## src/rtl/timer_scheduler.sv

```systemverilog
// Shared tick-based timeout engine: one delay counter time-shared between N_REQ requesters
// with round-robin arbitration; each owner receives a one-cycle done pulse on completion.
module timer_scheduler #(
  parameter int unsigned N_REQ = 4,
  parameter int unsigned CW    = 8
) (
  input  logic                clk,
  input  logic                reset,
  input  logic                tick_in,
  input  logic [N_REQ-1:0]    req,
  input  logic [N_REQ*CW-1:0] ticks,
  input  logic                abort,
  output logic [N_REQ-1:0]    grant,
  output logic [N_REQ-1:0]    done,
  output logic                busy,
  output logic [CW-1:0]       remaining
);

  localparam int unsigned PW = (N_REQ > 1) ? $clog2(N_REQ) : 1;

  typedef enum logic [1:0] {StIdle, StLoad, StRun, StDone} state_e;

  state_e           state_q, state_d;
  logic [N_REQ-1:0] grant_q, grant_d;
  logic [N_REQ-1:0] done_q, done_d;
  logic             busy_q, busy_d;
  logic [CW-1:0]    rem_q, rem_d;
  logic [PW-1:0]    ptr_q, ptr_d;
  logic [PW-1:0]    owner_q, owner_d;
  logic             tick_q;

  logic             tick_stb;
  logic             win_found;
  logic [PW-1:0]    win_idx;
  logic [PW-1:0]    cand;
  logic [N_REQ-1:0] win_oh;
  logic [CW-1:0]    owner_ticks;
  logic             owner_req;

  assign tick_stb = tick_in & ~tick_q;

  // Round-robin search starting one past the last served index.
  always_comb begin
    win_found = 1'b0;
    win_idx   = '0;
    win_oh    = '0;
    cand      = '0;
    for (int unsigned k = 1; k <= N_REQ; k++) begin
      cand = PW'((32'(ptr_q) + k) % N_REQ);
      if (!win_found && req[cand]) begin
        win_found    = 1'b1;
        win_idx      = cand;
        win_oh       = '0;
        win_oh[cand] = 1'b1;
      end
    end
  end

  always_comb begin
    owner_ticks = '0;
    owner_req   = 1'b0;
    for (int unsigned i = 0; i < N_REQ; i++) begin
      if (owner_q == PW'(i)) begin
        owner_ticks = ticks[i*CW +: CW];
        owner_req   = req[i];
      end
    end
  end

  always_comb begin
    state_d = state_q;
    grant_d = grant_q;
    done_d  = '0;
    rem_d   = rem_q;
    ptr_d   = ptr_q;
    owner_d = owner_q;
    unique case (state_q)
      StIdle: begin
        grant_d = '0;
        rem_d   = '0;
        if (win_found) begin
          grant_d = win_oh;
          owner_d = win_idx;
          state_d = StLoad;
        end
      end
      StLoad: begin
        rem_d = owner_ticks;
        if (owner_ticks == '0) begin
          done_d  = grant_q;
          state_d = StDone;
        end else begin
          state_d = StRun;
        end
      end
      StRun: begin
        // Abandonment outranks a coincident final tick.
        if (abort || !owner_req) begin
          grant_d = '0;
          rem_d   = '0;
          ptr_d   = owner_q;
          state_d = StIdle;
        end else if (tick_stb && rem_q != '0) begin
          rem_d = rem_q - 1'b1;
          if (rem_q == CW'(1)) begin
            done_d  = grant_q;
            state_d = StDone;
          end
        end
      end
      StDone: begin
        grant_d = '0;
        rem_d   = '0;
        ptr_d   = owner_q;
        state_d = StIdle;
      end
      default: state_d = StIdle;
    endcase
    busy_d = (state_d != StIdle);
  end

  always_ff @(posedge clk) begin
    if (reset) begin
      state_q <= StIdle;
      grant_q <= '0;
      done_q  <= '0;
      busy_q  <= 1'b0;
      rem_q   <= '0;
      ptr_q   <= PW'(N_REQ - 1);
      owner_q <= '0;
      tick_q  <= 1'b1;
    end else begin
      state_q <= state_d;
      grant_q <= grant_d;
      done_q  <= done_d;
      busy_q  <= busy_d;
      rem_q   <= rem_d;
      ptr_q   <= ptr_d;
      owner_q <= owner_d;
      tick_q  <= tick_in;
    end
  end

  assign grant     = grant_q;
  assign done      = done_q;
  assign busy      = busy_q;
  assign remaining = rem_q;

endmodule

```

## config.mk

```make
export PLATFORM = sky130hd
export DESIGN_NAME = timer_scheduler
export DESIGN_NICKNAME = d
export VERILOG_FILES = /design/src/rtl/timer_scheduler.sv
export SDC_FILE = /design/constraint.sdc
export NUM_CORES = 1
export LEC_CHECK = 0
export BUFFER_PORTS_ARGS = -buffer_cell sky130_fd_sc_hd__buf_2
export CAP_MARGIN = 20
export CORE_UTILIZATION = 30
export CTS_CLUSTER_DIAMETER = 40
export DETAILED_ROUTE_END_ITERATION = 8
export GPL_TIMING_DRIVEN = 1
export SLEW_MARGIN = 25
export SYNTH_ARGS = -nofsm -noshare
export SYNTH_HDL_FRONTEND = slang
export SYNTH_SLANG_ARGS = --single-unit
```

## constraint.sdc

```tcl
create_clock -name clk -period 6.15 [get_ports clk]
set_input_delay 0.3075 -clock clk [delete_from_list [all_inputs] [get_ports clk]]
set_output_delay 0.3075 -clock clk [all_outputs]
set_load 0.01 [all_outputs]
```

== Word level (Yosys, flattened, before mapping) ==
Cells that the tools add are included.

* Bits in registers: 24
* Input bits: 40
* Output and inout bits: 17
* Word-level logic and storage cells: 111

* $add $sub $neg: 5
* Order comparisons: 8
* Equal/unequal tests: 9
* Muxes and demuxes: 55
* Bitwise operators: 2
* Reduce and logical (&&, ||, !) cells: 24

{| class="wikitable"
|+ Operators with widths
! cell !! count
|-
| $mux W8 || 6
|-
| $mux W4 || 10
|-
| $pmux W8 S3 || 1
|-
| $mux W2 || 9
|-
| $mux W1 || 17
|-
| $lt A2 B3 Y1 const B || 4
|-
| $pmux W4 S3 || 1
|-
| $bmux W1 S2 || 4
|-
| $demux W1 S2 || 4
|-
| $eq A2 B2 Y1 const B || 4
|-
| $eq A8 B1 Y1 const B || 1
|-
| $ge A2 B1 Y1 const B || 4
|-
| $logic_and A1 B1 Y1 || 8
|-
| $logic_not A8 Y1 || 1
|-
| $pmux W2 S4 || 1
|-
| $pmux W4 S2 || 1
|-
| $reduce_bool A8 Y1 || 1
|-
| $sub A8 B1 Y8 const B || 1
|-
| $reduce_and A2 Y1 || 3
|-
| $add A2 B1 Y2 const B || 2
|-
| $add A2 B2 Y2 const B || 2
|-
| $eq A2 B1 Y1 const B || 2
|-
| $logic_not A1 Y1 || 4
|-
| $logic_not A2 Y1 || 2
|-
| other kinds (9) || 10
|}

== Logic depth before layout (Yosys ltp) ==
Gate-level depths: netlist (run 1).

* Word-level depth: 16
* Mapped depth: 9
* Mapped depth without buffers: 7

== Least setup slack after synthesis (run 1) ==
OpenSTA, ideal clock, no wires.

* Path type: reg2reg
* Start: reg ptr_q[0]
* End: reg grant_q[0], in the netlist grant[0]
* Setup time: 0.122 ns
* Arrival time: 2.555 ns
* Required time: 6.028 ns
* Setup slack: 3.473 ns
* Stages on the path, launching flop included: 10
* Path through: dfxtp_1 buf_2 inv_1 ha_1 clkbuf_1 mux4_2 nor2_1 o21ai_1 nor3b_1 a221o_1

* Word-level cells in the longest chain between the ends: 15
* Elaborated cells between the ends (all ways): 48
* Those cells by class: 4 x add/sub; 8 x order compare; 26 x mux; 10 x reduce/logical

{| class="wikitable"
|+ Ends and longest elaborated chain
! what !! line !! text
|-
| start: declaration || 28 || <nowiki>logic [PW-1:0] ptr_q, ptr_d;</nowiki>
|-
| start signal: assignment || 129 || <nowiki>ptr_q <= PW'(N_REQ - 1);</nowiki>
|-
| start signal: assignment || 138 || <nowiki>ptr_q <= ptr_d;</nowiki>
|-
| $add A2 B1 Y2 || 49 || <nowiki>cand = PW'((32'(ptr_q) + k) % N_REQ);</nowiki>
|-
| $bmux W1 S2 || 50 || <nowiki>if (!win_found && req[cand]) begin</nowiki>
|-
| $mux W1 (not written as such) || 50 ||
|-
| $mux W1 || 50 ||
|-
| $logic_not A1 Y1 || 50 ||
|-
| $logic_and A1 B1 Y1 || 50 ||
|-
| $mux W1 || 50 ||
|-
| $logic_not A1 Y1 || 50 ||
|-
| $logic_and A1 B1 Y1 || 50 ||
|-
| $mux W1 || 50 ||
|-
| $logic_not A1 Y1 || 50 ||
|-
| $logic_and A1 B1 Y1 || 50 ||
|-
| $mux W4 / $mux W1 (equally long branches) || 50 ||
|-
| $mux W4 * || 81 || <nowiki>if (win_found) begin</nowiki>
|-
| $pmux W4 S3 * || 77 || <nowiki>unique case (state_q)</nowiki>
|-
| end signal: assignment || 134 || <nowiki>grant_q <= grant_d;</nowiki>
|-
| end: declaration || 24 || <nowiki>logic [N_REQ-1:0] grant_q, grant_d;</nowiki>
|}

Every way passes the cells marked *; elsewhere a longest branch is shown, timed or not. The select of a mux whose other input is x is not followed.
A chain may end at the register's enable or synchronous reset.

== Worst setup path after layout (run 1) ==
* Start: reg ptr_q[0]
* End: reg grant_q[2], in the netlist grant[2]

Same word-level chain as after synthesis.

==> results of run 1 <==
==> layout make-up <==
cell class,instances,area (µm²),area share
clock buffers,4,55.05,0.02347
inverters,14,52.55,0.02240
multi-input cells,171,1374,0.5856
flip-flops and latches,24,480.5,0.2048
well taps,77,96.34,0.04107
repair buffers,57,287.8,0.1227
==> synth_stat cells, types with 4 or more instances <==
cell type	number	area share
a21oi_1	20	0.051
a221o_1	4	0.020
a31oi_1	5	0.016
and2_1	5	0.016
and3_1	6	0.019
clkbuf_1	9	0.017
dfxtp_1	24	0.24
ha_1	15	0.096
inv_1	14	0.027
mux2i_1	7	0.036
mux4_1	6	0.080
mux4_2	5	0.057
nand2_1	14	0.027
nand3_1	5	0.013
nor2_1	18	0.034
o21ai_0	7	0.018
o32ai_1	4	0.018
==> worst max path at each step <==
stage,startpoint,to,cells after the start
after floorplan,ptr_q[0],grant[0],9
after global placement,ptr_q[0],grant[0],7
after detailed placement,ptr_q[0],grant[2],7
after CTS,ptr_q[0],grant[2],7
after global routing,ptr_q[0],grant[2],7
final,ptr_q[0],grant[2],7
==> per-stage QoR <==
step,cells,utilization,worst slack [ns],hold slack (ns)
finish,347,0.3716,3.166,0.2394
CTS,347,0.3716,3.169,0.2408
global placement,343,0.3629,3.331,0.4833
floorplan,221,-,3.473,0.4141
global route,347,0.3716,2.882,0.2527
detailed placement,343,0.3629,3.196,0.4850
==> metal layers <==
metal,track usage,up-vias,wire (µm),part of all wire
met3,0.01193,9,227,0.046
met1,0.2080,877,2269,0.45
met5,0,-,0,0
li1,-,937,-,-
met4,0.05956,0,104,0.021
met2,0.2385,47,2387,0.48
==> power by group <==
part	total, mW	internal, mW	switching (mW)
Clock	0.112	0.0573	0.0545
Combinational	0.276	0.130	0.146
Sequential	0.212	0.177	0.0345
==> cells in the final DEF (no fill, tap or decap), types with 3 or more instances in the layout <==
cell	n
nor2b_1	3
buf_2	56
nand2b_1	3
a31oi_1	5
o211ai_1	3
mux2i_1	7
ha_1	15
mux4_1	6
clkbuf_8	4
and3_1	6
nand3_1	5
nor2_1	18
a221o_1	4
or4_1	3
and2_1	5
dfxtp_1	24
mux4_2	5
inv_1	14
o21ai_0	7
nor3_1	3
o32ai_1	4
a21oi_1	20
mux2_2	3
nand2_1	14
==> sequential cells by signal, indices dropped and copies added, names as in the netlist <==
name       flops
busy           1
remaining      8
tick_q         1
done           4
owner_q        2
ptr_q          2
state_q        2
grant          4
==> worst max-delay path, delay by kind of cell, from the launching register on <==
kind / cells / cell delay (ns)
AOI/OAI and AO/OA: 2 / 0.31
adders and majority gates: 1 / 0.50
buffers and inverters: 1 / 0.26
DFF: 1 / 0.74
muxes: 1 / 0.62
and+or+nand+nor: 2 / 0.49
==> kinds of logic after synthesis <==
group                      count (synthesis)
and+or+nand+nor                           74
DFF                                       24
AOI/OAI and AO/OA                         61
muxes                                     21
adders and majority gates                 15
buffers and inverters                     26
==> flow_summary_export.csv, run 1 <==
group,metric,value,unit
clock_network,clockRootBuffer,"clkbuf_8",
synth,synth-simple-area-share,0.2003,
timing,worstMarginPinSlew,0.6369,ns
clock_network,cts_setup_buffers,0,
run_status,run_status,"completed",
clock_network,clock_sinks,24,
global_routing,grt_overflow,0,
timing,slew_headroom,0.5748,
placement,dp_hpwl,3863,µm
layout,antenna_cells,0,
synth,syn_nets,276,
layout,finalInstanceArea,2346,µm²
global_routing,grt_pass1_vias,1782,
synth,ys.flop_type,"dfxtp_1",
detailed_routing,firstDrtPassIters,4,
timing,fmax,0.3351,GHz
synth,synth_compound_area_frac,0.2136,
power,p_leak,1.058,nW
power,power.ir.vdd_worst,0.07324,mV
power,power,599.3,µW
detailed_routing,drc_errors,0,
floorplan,pin_count,57,
detailed_routing,drt_iter0_drc,118,
layout,fill_cells,655,
setup_path,crit_arrival,3.20,ns
synth,synth_top_family_by_area,"compound AO/OA/AOI/OAI gates",
layout,nets,326,
clock_network,clk_pin_slew,0.09,ns
floorplan,dieArea,6867,µm²
setup_path,r2r-end,"grant[2]",
clock_network,htree_levels,1,
floorplan,coreArea,6314,µm²
layout,area_delta_synth_final,19.58,%
setup_path,end_kind,"flip-flop",
floorplan,initial_utilization,0.3107,
synth,yosys.cell_types.count,51,
global_routing,grt_max_degree,21,
synth,ys_seq_area_frac,0.2449,
setup_path,crit_slowest_cell,"dfxtp_1",
detailed_routing,ant_nets,0,
synth,syn_avg_cell_area,8.877,µm²
global_routing,grtUsageTotal,0.1492,
synth,syn_inst,221,
timing,finalSetupViolCount,0,
min_path,min_path_type,"in2reg",
setup_path,worstReg2RegStart,"ptr_q[0]",
setup_path,slowest_delay,0.74,ns
clock_network,cts_resized,0,
clock_network,numCtsBuffers,3,
power,p_per_area,255.5,nW/µm²
layout,drive_above_1_share,0.2889,
detailed_routing,vias,1870,
synth,synth_mux_area_frac,0.1907,
detailed_routing,vias_per_cell,5.389,
synth,ys_ff_latch,24,
placement,place_congestion,0.8009,
min_path,worstHoldPathCells,2,
synth,yosys_warnings,0,
floorplan,dieWidth,82.87,µm
timing,period_minus_slack,2.984,ns
synth,synth_enable_flop_cells,0,
min_path,hold-path-endpoint,"tick_q",
flow_run,drv_cap,0,
clock_network,clockBufferDepth,2,
timing,drv_slew,0,
floorplan,placement_rows,29,
synth,synth_xor_area_frac,0,
setup_path,critPathMaxFanout,16,
clock_network,cts.hold.buffers_added,0,
synth,yosys.area_share.adder,0.09566,
global_routing,grt_pass1_wl,8604,µm
floorplan,die_y,82.87,µm
placement,placed_area,2291,µm²
setup_path,startpoint_type,"flip-flop",
global_routing,antenna_found_initial,0,
setup_path,r2r_cells,7,
detailed_routing,wl_per_cell,14.37,µm
min_path,holdCritStartpoint,"tick_in",
timing,final_hold_viol_count,0,
setup_path,worstPathCellList,"inv_1 > ha_1 > mux4_2 > nor2_1 > o21ai_1 > nor3_1 > a221o_1",
timing,rsz0062_at_grt,"false",
setup_path,required,6.37,ns
setup_path,crit_type,"reg2reg",
synth,syn_area,1962,µm²
placement,port-buffer-count,56,
clock_network,clk_latency,0.28,ns
timing,finalClockSkew,0.008194,ns
detailed_routing,wl,4988,µm
synth,synthArstFlopShare,0,
setup_path,reg2reg_slack,3.17,ns
timing,setup_tns,0,ns
clock_network,cts_tree,"yes",
timing,period_share,0.4852,
Note: power is estimated with default switching activity, not from simulation.
==> inputs of run 2 (changes only) <==
- ABC_AREA: unset -> 1
- clock period: 6.15 -> 2.4 ns (I/O delays scaled with it)
==> run 2 against run 1 <==
Effect of this change:
- clock power grew 150%
- design area grew 4.1%
- largest power group unchanged
- via count grew 18%
- sequential share of layout area shrank 0.81 points
- largest cell class unchanged
- cell count grew 34%
- maximum frequency grew 39%
==> flow_summary_export.csv, run 2 <==
group,metric,value,unit
detailed_routing,vias,2211,
clock_network,clockBufferDepth,2,
global_routing,grt_pass1_vias,1966,
layout,nets,443,
setup_path,crit_type,"reg2reg",
detailed_routing,drt_iter0_drc,104,
min_path,holdCritStartpoint,"tick_in",
layout,largest_reg_flops,8,
setup_path,r2r_cells,12,
setup_path,startpoint_type,"flip-flop",
floorplan,dieArea,7239,µm²
timing,worstMarginPinSlew,0.5338,ns
floorplan,die_y,85.08,µm
detailed_routing,wl_per_cell,11.41,µm
global_routing,grt_pass1_wl,8749,µm
placement,dp_hpwl,4284,µm
floorplan,initial_utilization,0.3188,
global_routing,grt_max_degree,17,
synth,synth_most_common_cell,"nand2_1",
timing,setup_tns,0,ns
setup_path,r2r-end,"busy",
timing,period_share,0.8952,
setup_path,worstReg2RegStart,"ptr_q[1]",
clock_network,cts_tree,"yes",
timing,final_hold_viol_count,0,
setup_path,crit_start,"ptr_q[1]",
timing,rsz0062_at_grt,"false",
synth,syn_inst,334,
synth,synthTopCellsByCount,"nand2_1 (104), nand3_1 (40), inv_1 (33)",
setup_path,end_kind,"flip-flop",
detailed_routing,dr_wl_met3,193,µm
clock_network,cts_resized,0,
layout,finalInstanceArea,2442,µm²
floorplan,dieWidth,85.08,µm
timing,finalSetupViolCount,0,
power,p_per_area,987.5,nW/µm²
detailed_routing,firstDrtPassIters,4,
clock_network,cts.hold.buffers_added,0,
global_routing,grtUsageTotal,0.1478,
power,power.ir.vdd_worst,0.3580,mV
synth,ys.flop_type,"dfxtp_1",
setup_path,reg2reg_slack,0.25,ns
run_status,run_status,"completed",
layout,drive_above_1_share,0.2171,
layout,fill_cells,703,
placement,place_congestion,0.8183,
floorplan,placement_rows,29,
layout,antenna_cells,0,
synth,synth_enable_flop_cells,0,
timing,drv_slew,0,
synth,netlist.top_cell.by_area,"dfxtp_1",
timing,slew_headroom,0.6404,
synth,yosys.cell_types.count,30,
clock_network,numCtsBuffers,3,
synth,ys_top_cells_by_area,"dfxtp_1 (23%), nand2_1 (19%), nand3_1 (9.7%)",
clock_network,htree_levels,1,
synth,syn_avg_cell_area,6.200,µm²
global_routing,antenna_found_initial,0,
detailed_routing,vias_per_cell,4.765,
global_routing,grt_overflow,0,
setup_path,critPathMaxFanout,9,
layout,final_common_cell,"nand2_1",
synth,ys_seq_area_frac,0.2320,
synth,yosys_warnings,0,
synth,syn_nets,389,
floorplan,pin_count,57,
power,p_leak,1.297,nW
clock_network,clk_latency,0.26,ns
detailed_routing,drc_errors,0,
timing,fmax,0.4655,GHz
detailed_routing,highest_layer,"met4",
clock_network,clockRootBuffer,"clkbuf_8",
floorplan,coreArea,6495,µm²
placement,port-buffer-count,56,
detailed_routing,wl,5296,µm
synth,netlist.area_leader.share,0.2320,
timing,finalClockSkew,0.005096,ns
synth,ys_ff_latch,24,
setup_path,crit_end,"busy",
setup_path,required,2.61,ns
timing,period_minus_slack,2.148,ns
placement,placed_area,2387,µm²
setup_path,crit_arrival,2.36,ns
detailed_routing,met2_length,2397,µm
detailed_routing,met1Wirelength,2620,µm
layout,final_cell_mix,"nand2_1 (104), buf_2 (56), nand3_1 (40), inv_1 (33), nor2_1 (28)",
detailed_routing,ant_nets,0,
synth,synthArstFlopShare,0,
clock_network,cts_setup_buffers,0,
flow_run,drv_cap,0,
min_path,min_path_type,"in2reg",
layout,area_delta_synth_final,17.95,%
clock_network,clock_sinks,24,
synth,syn_area,2071,µm²
clock_network,clk_pin_slew,0.09,ns
## run 2: cell types whose count changed after synthesis, moves of 6 or more
cell,before,now
a21oi_1,20,14
and3_1,6,0
clkbuf_1,9,3
inv_1,14,33
mux2i_1,7,0
mux4_1,6,0
nand2_1,14,104
nand3_1,5,40
nor2_1,18,28
o21ai_0,7,18
## run 2: layout make-up
class,count,area [µm²],area share
multi-input cells,263,1374,0.5625
repair buffers,57,287.8,0.1178
inverters,39,148.9,0.06096
flip-flops and latches,24,480.5,0.1967
clock buffers,4,55.05,0.02254
well taps,77,96.34,0.03945
## run 2: report_power, final
part           leakage [nW]  internal (mW)  switching [mW]  total, mW
logic                  1.07          0.543           0.968       1.51
registers             0.196          0.494           0.130      0.624
clock network        0.0288          0.146           0.130      0.276
## run 2: worst min-delay path by stage
stage	endpoint	slack, ns	cells after the start
after floorplan	tick_q	0.22	2
after global placement	tick_q	0.31	3
after detailed placement	tick_q	0.31	3
after CTS	tick_q	0.04	3
after global routing	tick_q	0.05	3
final	tick_q	0.04	3
## run 2: metal layers
metal  track usage  vias to the layer above
li1              -                     1189
met1        0.2017                      971
met2        0.2405                       45
met3       0.01751                        6
met4       0.05239                        0
met5             0                        -
## run 2: kinds of logic (layout without fill, tap and decap cells)
family | after synthesis | count (layout) | synth area share
buffers and inverters | 47 | 100 | 0.1045
XOR/XNOR | 2 | 2 | 0.008461
adder cells (fa/ha/maj) | 15 | 15 | 0.09063
flip-flops | 24 | 24 | 0.2320
AO/OA/AOI/OAI | 46 | 46 | 0.1209
AND/OR/NAND/NOR | 200 | 200 | 0.4435
## run 2: metrics by stage
step           power, mW  utilization  hold slack [ns]  instances  setup WS (ns)
6_report           2.412       0.3760          0.04049        464         0.2516
5_1_grt            2.687       0.3760          0.05361        464       0.003086
4_1_cts            2.425       0.3760          0.03709        464         0.2839
3_5_place_dp       2.137       0.3676           0.3140        460         0.3109
3_3_place_gp       2.143       0.3676           0.3103        460         0.3859
2_1_floorplan      1.801            -           0.2164        334         0.5693
## run 2: worst max-delay path, cell delays in order (launching register included)
cell and delay, ns:
dfxtp_1 0.50, inv_1 0.21, ha_1 0.37, inv_1 0.10
nand3_1 0.10, nand2_2 0.10, inv_2 0.12, nand2_1 0.07
nor2_2 0.15, nand3_1 0.10, a21oi_1 0.14, nand2_1 0.08
nand2_1 0.06
